File: config.mk
export PLATFORM = sky130hd
export DESIGN_NAME = pipe_ctrl
export DESIGN_NICKNAME = d
export VERILOG_FILES = /design/src/rtl/pipe_ctrl.sv
export SDC_FILE = /design/constraint.sdc
export NUM_CORES = 1
export LEC_CHECK = 0
export ABC_CLOCK_PERIOD_IN_PS = 15000
export CAP_MARGIN = 20
export CORE_AREA = 5 5 109 111
export CTS_BUF_LIST = sky130_fd_sc_hd__clkbuf_4 sky130_fd_sc_hd__clkbuf_8
export CTS_CLUSTER_DIAMETER = 30
export DETAILED_ROUTE_END_ITERATION = 7
export DIE_AREA = 0 0 114 116
export PLACE_DENSITY = 0.87
export SLEW_MARGIN = 5
export SYNTH_ARGS = -nofsm -noshare
export SYNTH_HDL_FRONTEND = slang
export SYNTH_SLANG_ARGS = --single-unit
File: constraint.sdc
create_clock -name clk_i -period 15 [get_ports clk_i]
set_clock_uncertainty 0.1 [all_clocks]
set_input_delay 2.25 -clock clk_i [delete_from_list [all_inputs] [get_ports clk_i]]
set_output_delay 2.25 -clock clk_i [all_outputs]
set_load 0.02 [all_outputs]
File: src/rtl/pipe_ctrl.sv
// Hazard/stall controller for the 5-stage RV32I pipeline: prioritises memory waits,
// EXE-resolved jumps and load-use hazards, with a memory-wait watchdog and perf counters.
module pipe_ctrl #(
    parameter int TIMEOUT = 16,
    parameter int CNT_W   = 32
) (
    input  logic             clk_i,
    input  logic             rst_i,
    input  logic             id_reg1_re_i,
    input  logic [4:0]       id_reg1_raddr_i,
    input  logic             id_reg2_re_i,
    input  logic [4:0]       id_reg2_raddr_i,
    input  logic             exe_is_load_i,
    input  logic             exe_reg_we_i,
    input  logic [4:0]       exe_reg_waddr_i,
    input  logic             exe_jump_i,
    input  logic [31:0]      exe_jump_addr_i,
    input  logic             mem_req_i,
    input  logic             mem_ack_i,
    output logic [4:0]       stall_o,
    output logic [2:0]       flush_o,
    output logic             pc_redirect_o,
    output logic [31:0]      pc_redirect_addr_o,
    output logic             err_o,
    output logic [CNT_W-1:0] cycle_cnt_o,
    output logic [CNT_W-1:0] stall_cnt_o,
    output logic [CNT_W-1:0] flush_cnt_o
);

    typedef enum logic [1:0] {
        S_RUN      = 2'd0,
        S_MEM_WAIT = 2'd1,
        S_ERROR    = 2'd2
    } state_t;

    localparam logic [7:0]       LP_WAIT_LAST = 8'(TIMEOUT - 1);
    localparam logic [CNT_W-1:0] LP_CNT_ONE   = {{(CNT_W-1){1'b0}}, 1'b1};

    state_t           r_state;
    state_t           w_state_next;
    logic [7:0]       r_wait_cnt;
    logic [7:0]       w_wait_cnt_next;
    logic             w_memstall;
    logic             w_rs1_hit;
    logic             w_rs2_hit;
    logic             w_loaduse;
    logic [2:0]       w_cnt_inc;
    logic [CNT_W-1:0] r_cnt [3];

    assign w_memstall = mem_req_i & ~mem_ack_i;
    assign w_rs1_hit  = id_reg1_re_i & (id_reg1_raddr_i == exe_reg_waddr_i);
    assign w_rs2_hit  = id_reg2_re_i & (id_reg2_raddr_i == exe_reg_waddr_i);
    assign w_loaduse  = exe_is_load_i & exe_reg_we_i & (exe_reg_waddr_i != 5'd0)
                      & (w_rs1_hit | w_rs2_hit);

    always_ff @(posedge clk_i or posedge rst_i) begin
        if (rst_i) begin
            r_state    <= S_RUN;
            r_wait_cnt <= 8'd0;
        end else begin
            r_state    <= w_state_next;
            r_wait_cnt <= w_wait_cnt_next;
        end
    end

    always_comb begin
        w_state_next       = r_state;
        w_wait_cnt_next    = r_wait_cnt;
        stall_o            = 5'b00000;
        flush_o            = 3'b000;
        pc_redirect_o      = 1'b0;
        pc_redirect_addr_o = 32'd0;
        err_o              = (r_state == S_ERROR);

        case (r_state)
            S_RUN: begin
                if (w_memstall) begin
                    w_state_next    = S_MEM_WAIT;
                    w_wait_cnt_next = 8'd1;
                end
            end
            S_MEM_WAIT: begin
                if (w_memstall) begin
                    if (r_wait_cnt == LP_WAIT_LAST) begin
                        w_state_next = S_ERROR;
                    end else begin
                        w_wait_cnt_next = r_wait_cnt + 8'd1;
                    end
                end else begin
                    w_state_next    = S_RUN;
                    w_wait_cnt_next = 8'd0;
                end
            end
            S_ERROR: begin
                w_state_next = S_ERROR;
            end
            default: begin
                w_state_next    = S_RUN;
                w_wait_cnt_next = 8'd0;
            end
        endcase

        // Reset masks every pipeline control regardless of what the stages present.
        if (rst_i) begin
            stall_o = 5'b00000;
        end else if (r_state == S_ERROR) begin
            stall_o = 5'b11111;
        end else if (w_memstall) begin
            stall_o = 5'b01111;
            flush_o = 3'b100;
        end else if (exe_jump_i) begin
            flush_o            = 3'b011;
            pc_redirect_o      = 1'b1;
            pc_redirect_addr_o = exe_jump_addr_i;
        end else if (w_loaduse) begin
            stall_o = 5'b00111;
            flush_o = 3'b010;
        end
    end

    assign w_cnt_inc = {pc_redirect_o, stall_o[0], 1'b1};

    generate
        for (genvar gi = 0; gi < 3; gi++) begin : g_perf_cnt
            always_ff @(posedge clk_i or posedge rst_i) begin
                if (rst_i) begin
                    r_cnt[gi] <= '0;
                end else if (w_cnt_inc[gi]) begin
                    r_cnt[gi] <= r_cnt[gi] + LP_CNT_ONE;
                end
            end
        end
    endgenerate

    assign cycle_cnt_o = r_cnt[0];
    assign stall_cnt_o = r_cnt[1];
    assign flush_cnt_o = r_cnt[2];

endmodule
---- Word-level counts from Yosys, hierarchy flattened ----
Cells that the tools add are included.
word-level totals
  flip-flop bits (word level) ............. 106
  input bits .............................. 56
cells by class
  equal/unequal tests ..................... 8
  reduce and logical (&&, ||, !) cells .... 4
  bitwise gates (word level) .............. 9
  $add $sub $neg .......................... 4
  multiplexer cells ....................... 26
operators with widths
  operator                 count
  $mux W32                 4
  $add A32 B1 Y32 const B  3
  $mux W8                  3
  $pmux W8 S3              1
  $mux W3                  5
  $eq A5 B5 Y1             2
  $mux W2                  5
  $mux W5                  2
  $add A8 B1 Y8 const B    1
  $eq A8 B4 Y1 const B     1
  $and A1 B1 Y1            6
  $ne A3 B3 Y1 const B     2
  $pmux W2 S3              1
  $reduce_bool A5 Y1       1
  $mux W1                  4
  $mux W4                  1
  $reduce_and A3 Y1        1
  $eq A2 B1 Y1 const B     1
  $eq A2 B2 Y1 const B     1
  $logic_not A2 Y1         1
  $ne A2 B2 Y1 const B     1
  $not A1 Y1               2
  $reduce_and A2 Y1        1
  $or A1 B1 Y1             1

---- Depth between registers and ports, before layout ----
Gate-level depths: netlist of run 1.
  depth in word-level cells ............... 9
  mapped depth ............................ 7
  mapped depth without buffers ............ 7

---- Least setup slack after synthesis of run 1 ----
No wires, ideal clock.
  path kind ............................... input-to-output
  from .................................... in rst_i
  to ...................................... out pc_redirect_addr_o[23]
  slack ................................... 6648 ps
  data arrival time ....................... 6002 ps
  cell stages on the path ................. 5
  buffers on the path ..................... 2
  data required time ...................... 12650 ps
  cells stage by stage .................... inv_1 and4_1 clkbuf_1 clkbuf_1 and2_1
on the way
  longest elaborated chain between the ends .. 1
RTL lines
  what                line  RTL
  start: declaration  8     input logic rst_i,
  $mux W32            104   if (rst_i) begin
  end: declaration    23    output logic [31:0] pc_redirect_addr_o,
No other way between the ends.

---- Final worst setup path of run 1 ----
  from .................................... in exe_reg_waddr_i[1]
  to ...................................... out stall_o[1]
on the way
  longest elaborated chain between the ends .. 9
RTL lines
  what                              line    RTL
  start: declaration                15      input logic [4:0] exe_reg_waddr_i,
  $eq A5 B5 Y1 (on tied branches)   51, 52
  $and A1 B1 Y1 (on tied branches)  51, 52
  $or A1 B1 Y1                      54      & (w_rs1_hit | w_rs2_hit);
  $and A1 B1 Y1 *                   54
  $mux W3 *                         115     end else if (w_loaduse) begin
  $mux W3 *                         111     end else if (exe_jump_i) begin
  $mux W4 *                         108     end else if (w_memstall) begin
  $mux W5 *                         106     end else if (r_state == S_ERROR) begin
  $mux W5 *                         104
  end: declaration                  20      output logic [4:0] stall_o,
Mark *: on every way between the ends. The rest lies on a longest branch, timed or not.

==> out/metrics.yaml, run 1 <==
status: "complete, no violations"
drc_errors: 0
finalNonFillerCells: 831
arrival_ns: 4.81
die-area_um2: 13220
slowest_stage: "clkdlybuf4s50_1"
dr.first_iter.drc_count: 180
coreArea_um2: 10700
rows: 38
synth_compound_area_share_pct: 2.782
fmax_mhz: 139.6
synthSimpleGateAreaFrac_pct: 24.80
routed_wl_um: 13260
power.leakage_nw: 3.231
synth_adder_area_share_pct: 0.9595
synth.area.mux_share_pct: 0.4078
relSlewSlack_pct: 54.37
hold_class: "reg -> reg"
start_util_pct: 48.76
r2r-end: "flush_cnt_o[24]$_DFFE_PP0P_"
grt_pass1_wl_um: 21990
synth-edff-count: 0
place.gp.congestion: 0.8377
clk_pin_slew_worst_paths_ns: 0.10
syn_area_um2: 5216
post_cts_resized: 0
dr.pass1.iters: 4
fp.dieH_um: 116
async_flop_share_pct: 100.0
ios: 194
worstPathMaxFanout: 15
worstPathCellList: "clkdlybuf4s50_1 -> or3_1 -> o311a_1 -> a31oi_4 -> inv_2 -> clkdlybuf4s50_1"
drv_slew: 0
required_ns: 12.65
synthFlopType: "dfrtp_1"
powerDensity_nw_per_um2: 82.03
die_width_um: 114
port-buffer-count: 193
area_growth_pct: 42.91
worst_skew_pair.late_latency_ns: 0.36
grt_pass1_vias: 4567
grt_remaining_overflow: 0
clock-sinks: 106
synth_xor_area_share_pct: 17.80
ys_seq_elements: 106
drive_gt1_share_pct: 5.644
syn_inst: 495
critPathKind: "in -> out"
grt_max_degree: 57
cts_buffer_depth: 2
nFillCells: 799
synth_nets: 555
finalSetupViolCount: 0
holdPathStages: 1
slowest_delay_ns: 0.60
hold_buffers: 0
seq_area_um2: 2653
dpl.cell_count: 814
finalCriticalPeriod_ns: 7.163
gr-usage-all-layers_pct: 20.51
synth_top_family_by_area: "simple AND/OR/NAND/NOR gates"
setup_tns_ns: 0
rrSetupSlack_ns: 12.36
ir_worst_vdd_uv: 74.11
num_vias: 4246
antenna_found_initial: 0
drv_cap: 0
hold_viol: 0
ys_seq_area_share_pct: 50.85
antennaDiodeCount: 0
hpwl_um: 10150
endpoint_kind: "primary output"
fin_nets: 746
yosys_warnings: 0
ys_types: 41
mostFrequentLayoutCells: "clkdlybuf4s50_1, dfrtp_1, xnor2_1"
cts_tree: "done"
crit_start: "exe_reg_waddr_i[1]"
crit_path_start_kind: "input pin"
routedWlPerCell_um: 15.95
r2r_cells: 7
cp-endpoint: "stall_o[1]"
final_common_cell: "clkdlybuf4s50_1"
rsz0062_at_grt: "false"
worstMarginPinSlew_ns: 0.6845
cts_buffers: 9
postRouteAntennaNets: 0
cts_max_level: 3
viasPerCell: 5.110
syn_area_per_cell_um2: 10.54
reg2reg_from: "r_state[0]$_DFFE_PP0P_"
p_total_uw: 611.5
root_buffer: "clkbuf_8"
multi_input_area_um2: 2439
fin_crit_sh_pct: 47.76
crit_top_cell: "clkdlybuf4s50_1"
post_cts_buffers: 0
## cell families after synthesis
kind of cell,after synthesis
DFF,106
muxes,2
AOI/OAI and AO/OA,19
and+or+nand+nor,231
xor gates and xnor gates,106
adders and majority gates,4
buffers and inverters,27
## area by class of cell
type / count / area share, %
Clock buffer: 10 / 1.846
Clock inverter: 6 / 0.6546
Inverter: 12 / 0.6378
Multi-Input combinational cell: 362 / 32.71
Sequential cell: 106 / 35.58
Tap cell: 140 / 2.350
Timing Repair Buffer: 195 / 26.22
## registers in the layout, indices dropped and copies added, names as in the netlist
name,count
stall_cnt_o,32
r_state,2
flush_cnt_o,32
r_wait_cnt,8
cycle_cnt_o,32
## cells in the mapped netlist (all sizes together), types with 2 or more instances
cell type,number,area share [%]
a21oi,5,0.48
and2,36,4.3
and3,22,2.7
and4,9,1.6
buf,6,0.89
clkbuf,9,0.65
dfrtp,106,51
ha,4,0.96
inv,12,0.86
nand2,46,3.4
nand2b,4,0.48
nand3,37,3.6
nand4,18,2.2
nor2,31,2.2
nor2b,2,0.24
nor3,16,2.1
nor4b,2,0.74
o21ai,2,0.19
o22ai,8,0.96
or2,2,0.24
or3,3,0.46
xnor2,69,12
xor2,37,6.2
## power by group
part	total (mW)	switching (mW)	internal, mW
registers	0.322	0.0214	0.301
logic	0.122	0.0597	0.0620
clock network	0.168	0.101	0.0671
total	0.612	0.182	0.430
## worst min-delay path by stage
stage               slack (ns)                   startpoint                          end
floorplan                 0.35       r_state[0]$_DFFE_PP0P_       r_state[0]$_DFFE_PP0P_
global placement          0.36  stall_cnt_o[31]$_DFFE_PP0P_  stall_cnt_o[31]$_DFFE_PP0P_
detailed placement        0.37    cycle_cnt_o[31]$_DFF_PP0_    cycle_cnt_o[31]$_DFF_PP0_
CTS                       0.38    cycle_cnt_o[31]$_DFF_PP0_    cycle_cnt_o[31]$_DFF_PP0_
global route              0.40    cycle_cnt_o[31]$_DFF_PP0_    cycle_cnt_o[31]$_DFF_PP0_
finish                    0.37    cycle_cnt_o[31]$_DFF_PP0_    cycle_cnt_o[31]$_DFF_PP0_
## worst max-delay path: cells and delay by family
kind	cells	cell delay, ns
AND/OR/NAND/NOR	1	0.40
AO/OA/AOI/OAI	2	0.87
buffers and inverters	3	1.29
## stage by stage
stage / hold slack (ns) / cell area [um^2] / worst slack [ns] / utilization, %
3_5_place_dp: 0.3694 / 7253 / 7.416 / 67.80
6_report: 0.3745 / 7455 / 7.837 / 69.68
3_3_place_gp: 0.3589 / 7253 / 7.539 / 67.80
2_1_floorplan: 0.3501 / 5216 / 6.648 / -
4_1_cts: 0.3832 / 7440 / 7.420 / 69.54
5_1_grt: 0.4013 / 7455 / 7.681 / 69.68
## layer usage
metal | up-vias | track usage (%) | wire, um
met5 | - | 0 | 0
met4 | 0 | 4.592 | 149
met3 | 13 | 6.580 | 951
met2 | 134 | 37.08 | 6831
met1 | 2057 | 23.82 | 5323
li1 | 2042 | - | -
No activity file was read; power rests on OpenSTA's default activity.
==> run 2: changes to the inputs <==
- ABC_CLOCK_PERIOD_IN_PS: 15000 -> 7300
- CORE_AREA: 5 5 109 111 -> 5 5 113 115
- DIE_AREA: 0 0 114 116 -> 0 0 118 120
- PLACE_DENSITY: 0.87 -> 0.81
- clock period: 15 -> 7.3 ns (I/O delays scaled with it)
==> out/metrics.yaml, run 2 (same netlist as run 1, synthesis figures left out) <==
status: "complete, no violations"  # unchanged
post_cts_resized: 0  # unchanged
routed_wl_um: 13030  # was 13,260 um
grt_busiest_layer: "met2"  # unchanged
critPathKind: "in -> out"  # unchanged
post_cts_buffers: 0  # unchanged
routedWlPerCell_um: 15.57  # was 15.95 um
final_common_cell: "clkdlybuf4s50_1"  # unchanged
arrival_ns: 3.70  # was 4.81 ns
grt_pass1_vias: 4429  # was 4,567
drv_cap: 0  # unchanged
rsz0062_at_grt: "false"  # unchanged
slowest_delay_ns: 0.65  # was 0.60 ns
root_buffer: "clkbuf_8"  # unchanged
hold_viol: 0  # unchanged
coreArea_um2: 11710  # was 10,700 um^2
fin_nets: 746  # unchanged
ios: 194  # unchanged
rows: 40  # was 38
required_ns: 6.11  # was 12.65 ns
cts_buffer_depth: 2  # unchanged
worstPathMaxFanout: 15  # unchanged
hpwl_um: 10010  # was 10,150 um
dr.first_iter.drc_count: 305  # was 180
port-buffer-count: 193  # unchanged
fmax_mhz: 204.1
dr.pass1.iters: 4  # unchanged
worst_skew_pair.late_latency_ns: 0.37  # was 0.36 ns
die-area_um2: 14160  # was 13,220 um^2
worstMarginPinSlew_ns: 0.8636  # was 0.6845 ns
grtUsageMet1_pct: 22.32  # was 23.82%
finalCriticalPeriod_ns: 4.899
fp.dieH_um: 120  # was 116 um
grt_remaining_overflow: 0  # unchanged
num_vias: 4294  # was 4,246
fin_crit_sh_pct: 67.11
clk_pin_slew_worst_paths_ns: 0.09  # was 0.10 ns
start_util_pct: 44.54  # was 48.76%
clock-sinks: 106  # unchanged
mostFrequentLayoutCells: "clkdlybuf4s50_1, dfrtp_1, xnor2_1"  # unchanged
die_width_um: 118  # was 114 um
drive_gt1_share_pct: 5.507  # was 5.644%
met2_usage_pct: 31.05  # was 37.08%
cp_num_buf_inv: 3  # unchanged
finalNonFillerCells: 837  # was 831
worstPathCellList: "clkdlybuf4s50_1 -> xnor2_1 -> nand4_1 -> o22ai_1 -> a31oi_4 -> inv_2 -> clkdlybuf4s50_1"  # was clkdlybuf4s50_1 -> or3_1 -> o311a_1 -> a31oi_4 -> inv_2 -> clkdlybuf4s50_1
drv_slew: 0  # unchanged
grt_max_degree: 71  # was 57
ir_worst_vdd_uv: 115.5  # was 74.11 uV
cts_max_level: 3  # unchanged
drc_errors: 0  # unchanged
final_area_um2: 7490  # was 7455 um^2
postRouteAntennaNets: 0  # unchanged
nFillCells: 934  # was 799
crit_family: "buffers and inverters"  # unchanged
relSlewSlack_pct: 42.42  # was 54.37%
hold_class: "reg -> reg"  # unchanged
finalSetupViolCount: 0  # unchanged
crit_path_start_kind: "input pin"  # unchanged
rrSetupSlack_ns: 4.65  # was 12.36 ns
viasPerCell: 5.130  # was 5.110
use_met3_pct: 6.786  # was 6.580%
gr-usage-all-layers_pct: 18.49  # was 20.51%
cts_buffers: 9  # unchanged
grt_pass1_wl_um: 21820  # was 21,990 um
power.leakage_nw: 3.248  # was 3.231 nW
multi_input_area_um2: 2439  # unchanged
setup_tns_ns: 0  # unchanged
seq_area_um2: 2653  # unchanged
dpl.cell_count: 821  # was 814
area_growth_pct: 43.58  # was 42.91%
dpl_cell_area_um2: 7262  # was 7253 um^2
powerDensity_nw_per_um2: 172.2  # was 82.03 nW/um^2
endpoint_kind: "primary output"  # unchanged
antennaDiodeCount: 0  # unchanged
slowest_stage: "clkdlybuf4s50_1"  # unchanged
crit_top_cell: "clkdlybuf4s50_1"  # unchanged
antenna_found_initial: 0  # unchanged
place.gp.congestion: 0.8334  # was 0.8377
cts_tree: "done"  # unchanged
hold_buffers: 0  # unchanged
run 2: per-stage QoR:
stage                     util (%)  setup slack [ns]  power, mW  hold WS [ns]
final                        63.95             2.401      1.290        0.3862
after global routing         63.95             2.245      1.350        0.3980
after CTS                    63.82             2.139      1.302        0.3842
after detailed placement     62.01             2.147     0.9210        0.3683
after global placement       62.01             2.318     0.9158        0.3602
after floorplan                  -             1.258     0.7864        0.3501
run 2: final cells by class:
class	count	area share [%]
repair buffers	195	26.09
well taps	147	2.456
clock inverters	3	0.6348
flip-flops and latches	106	35.42
inverters	12	0.6348
multi-input cells	362	32.56
clock buffers	12	2.205
run 2: worst register-to-register path, stage by stage (launching register included):
cell and delay (ns):
dfrtp_1 0.57, nand2b_1 0.27, and4_1 0.34, buf_8 0.23, nand3_1 0.27, nor2b_1 0.40
and3_1 0.24, xor2_1 0.16
run 2: routing by layer:
layer,wire [um],vias to the layer above
met1,5285,2076
met5,0,-
met3,1170,12
met4,142,0
met2,6429,161
li1,-,2045
run 2: final timing paths:
| kind | depth (start not counted) | startpoint | end |
|---|---|---|---|
| max | 7 | exe_reg_waddr_i[2] | stall_o[0] |
| min | 1 | cycle_cnt_o[31]$_DFF_PP0_ | cycle_cnt_o[31]$_DFF_PP0_ |
| max reg2reg | 7 | r_state[0]$_DFFE_PP0P_ | flush_cnt_o[29]$_DFFE_PP0P_ |
| min reg2reg | 1 | cycle_cnt_o[31]$_DFF_PP0_ | cycle_cnt_o[31]$_DFF_PP0_ |
| max in group asynchronous | 3 | rst_i | cycle_cnt_o[1]$_DFF_PP0_ |
| min in group asynchronous | 2 | rst_i | r_state[1]$_DFFE_PP0P_ |
run 2: power breakdown:
| part | leakage, nW | total, mW | switching (mW) | internal (mW) |
|---|---|---|---|---|
| combinational | 1.74 | 0.249 | 0.122 | 0.127 |
| sequential | 1.40 | 0.660 | 0.0417 | 0.618 |
| clock | 0.109 | 0.382 | 0.195 | 0.186 |
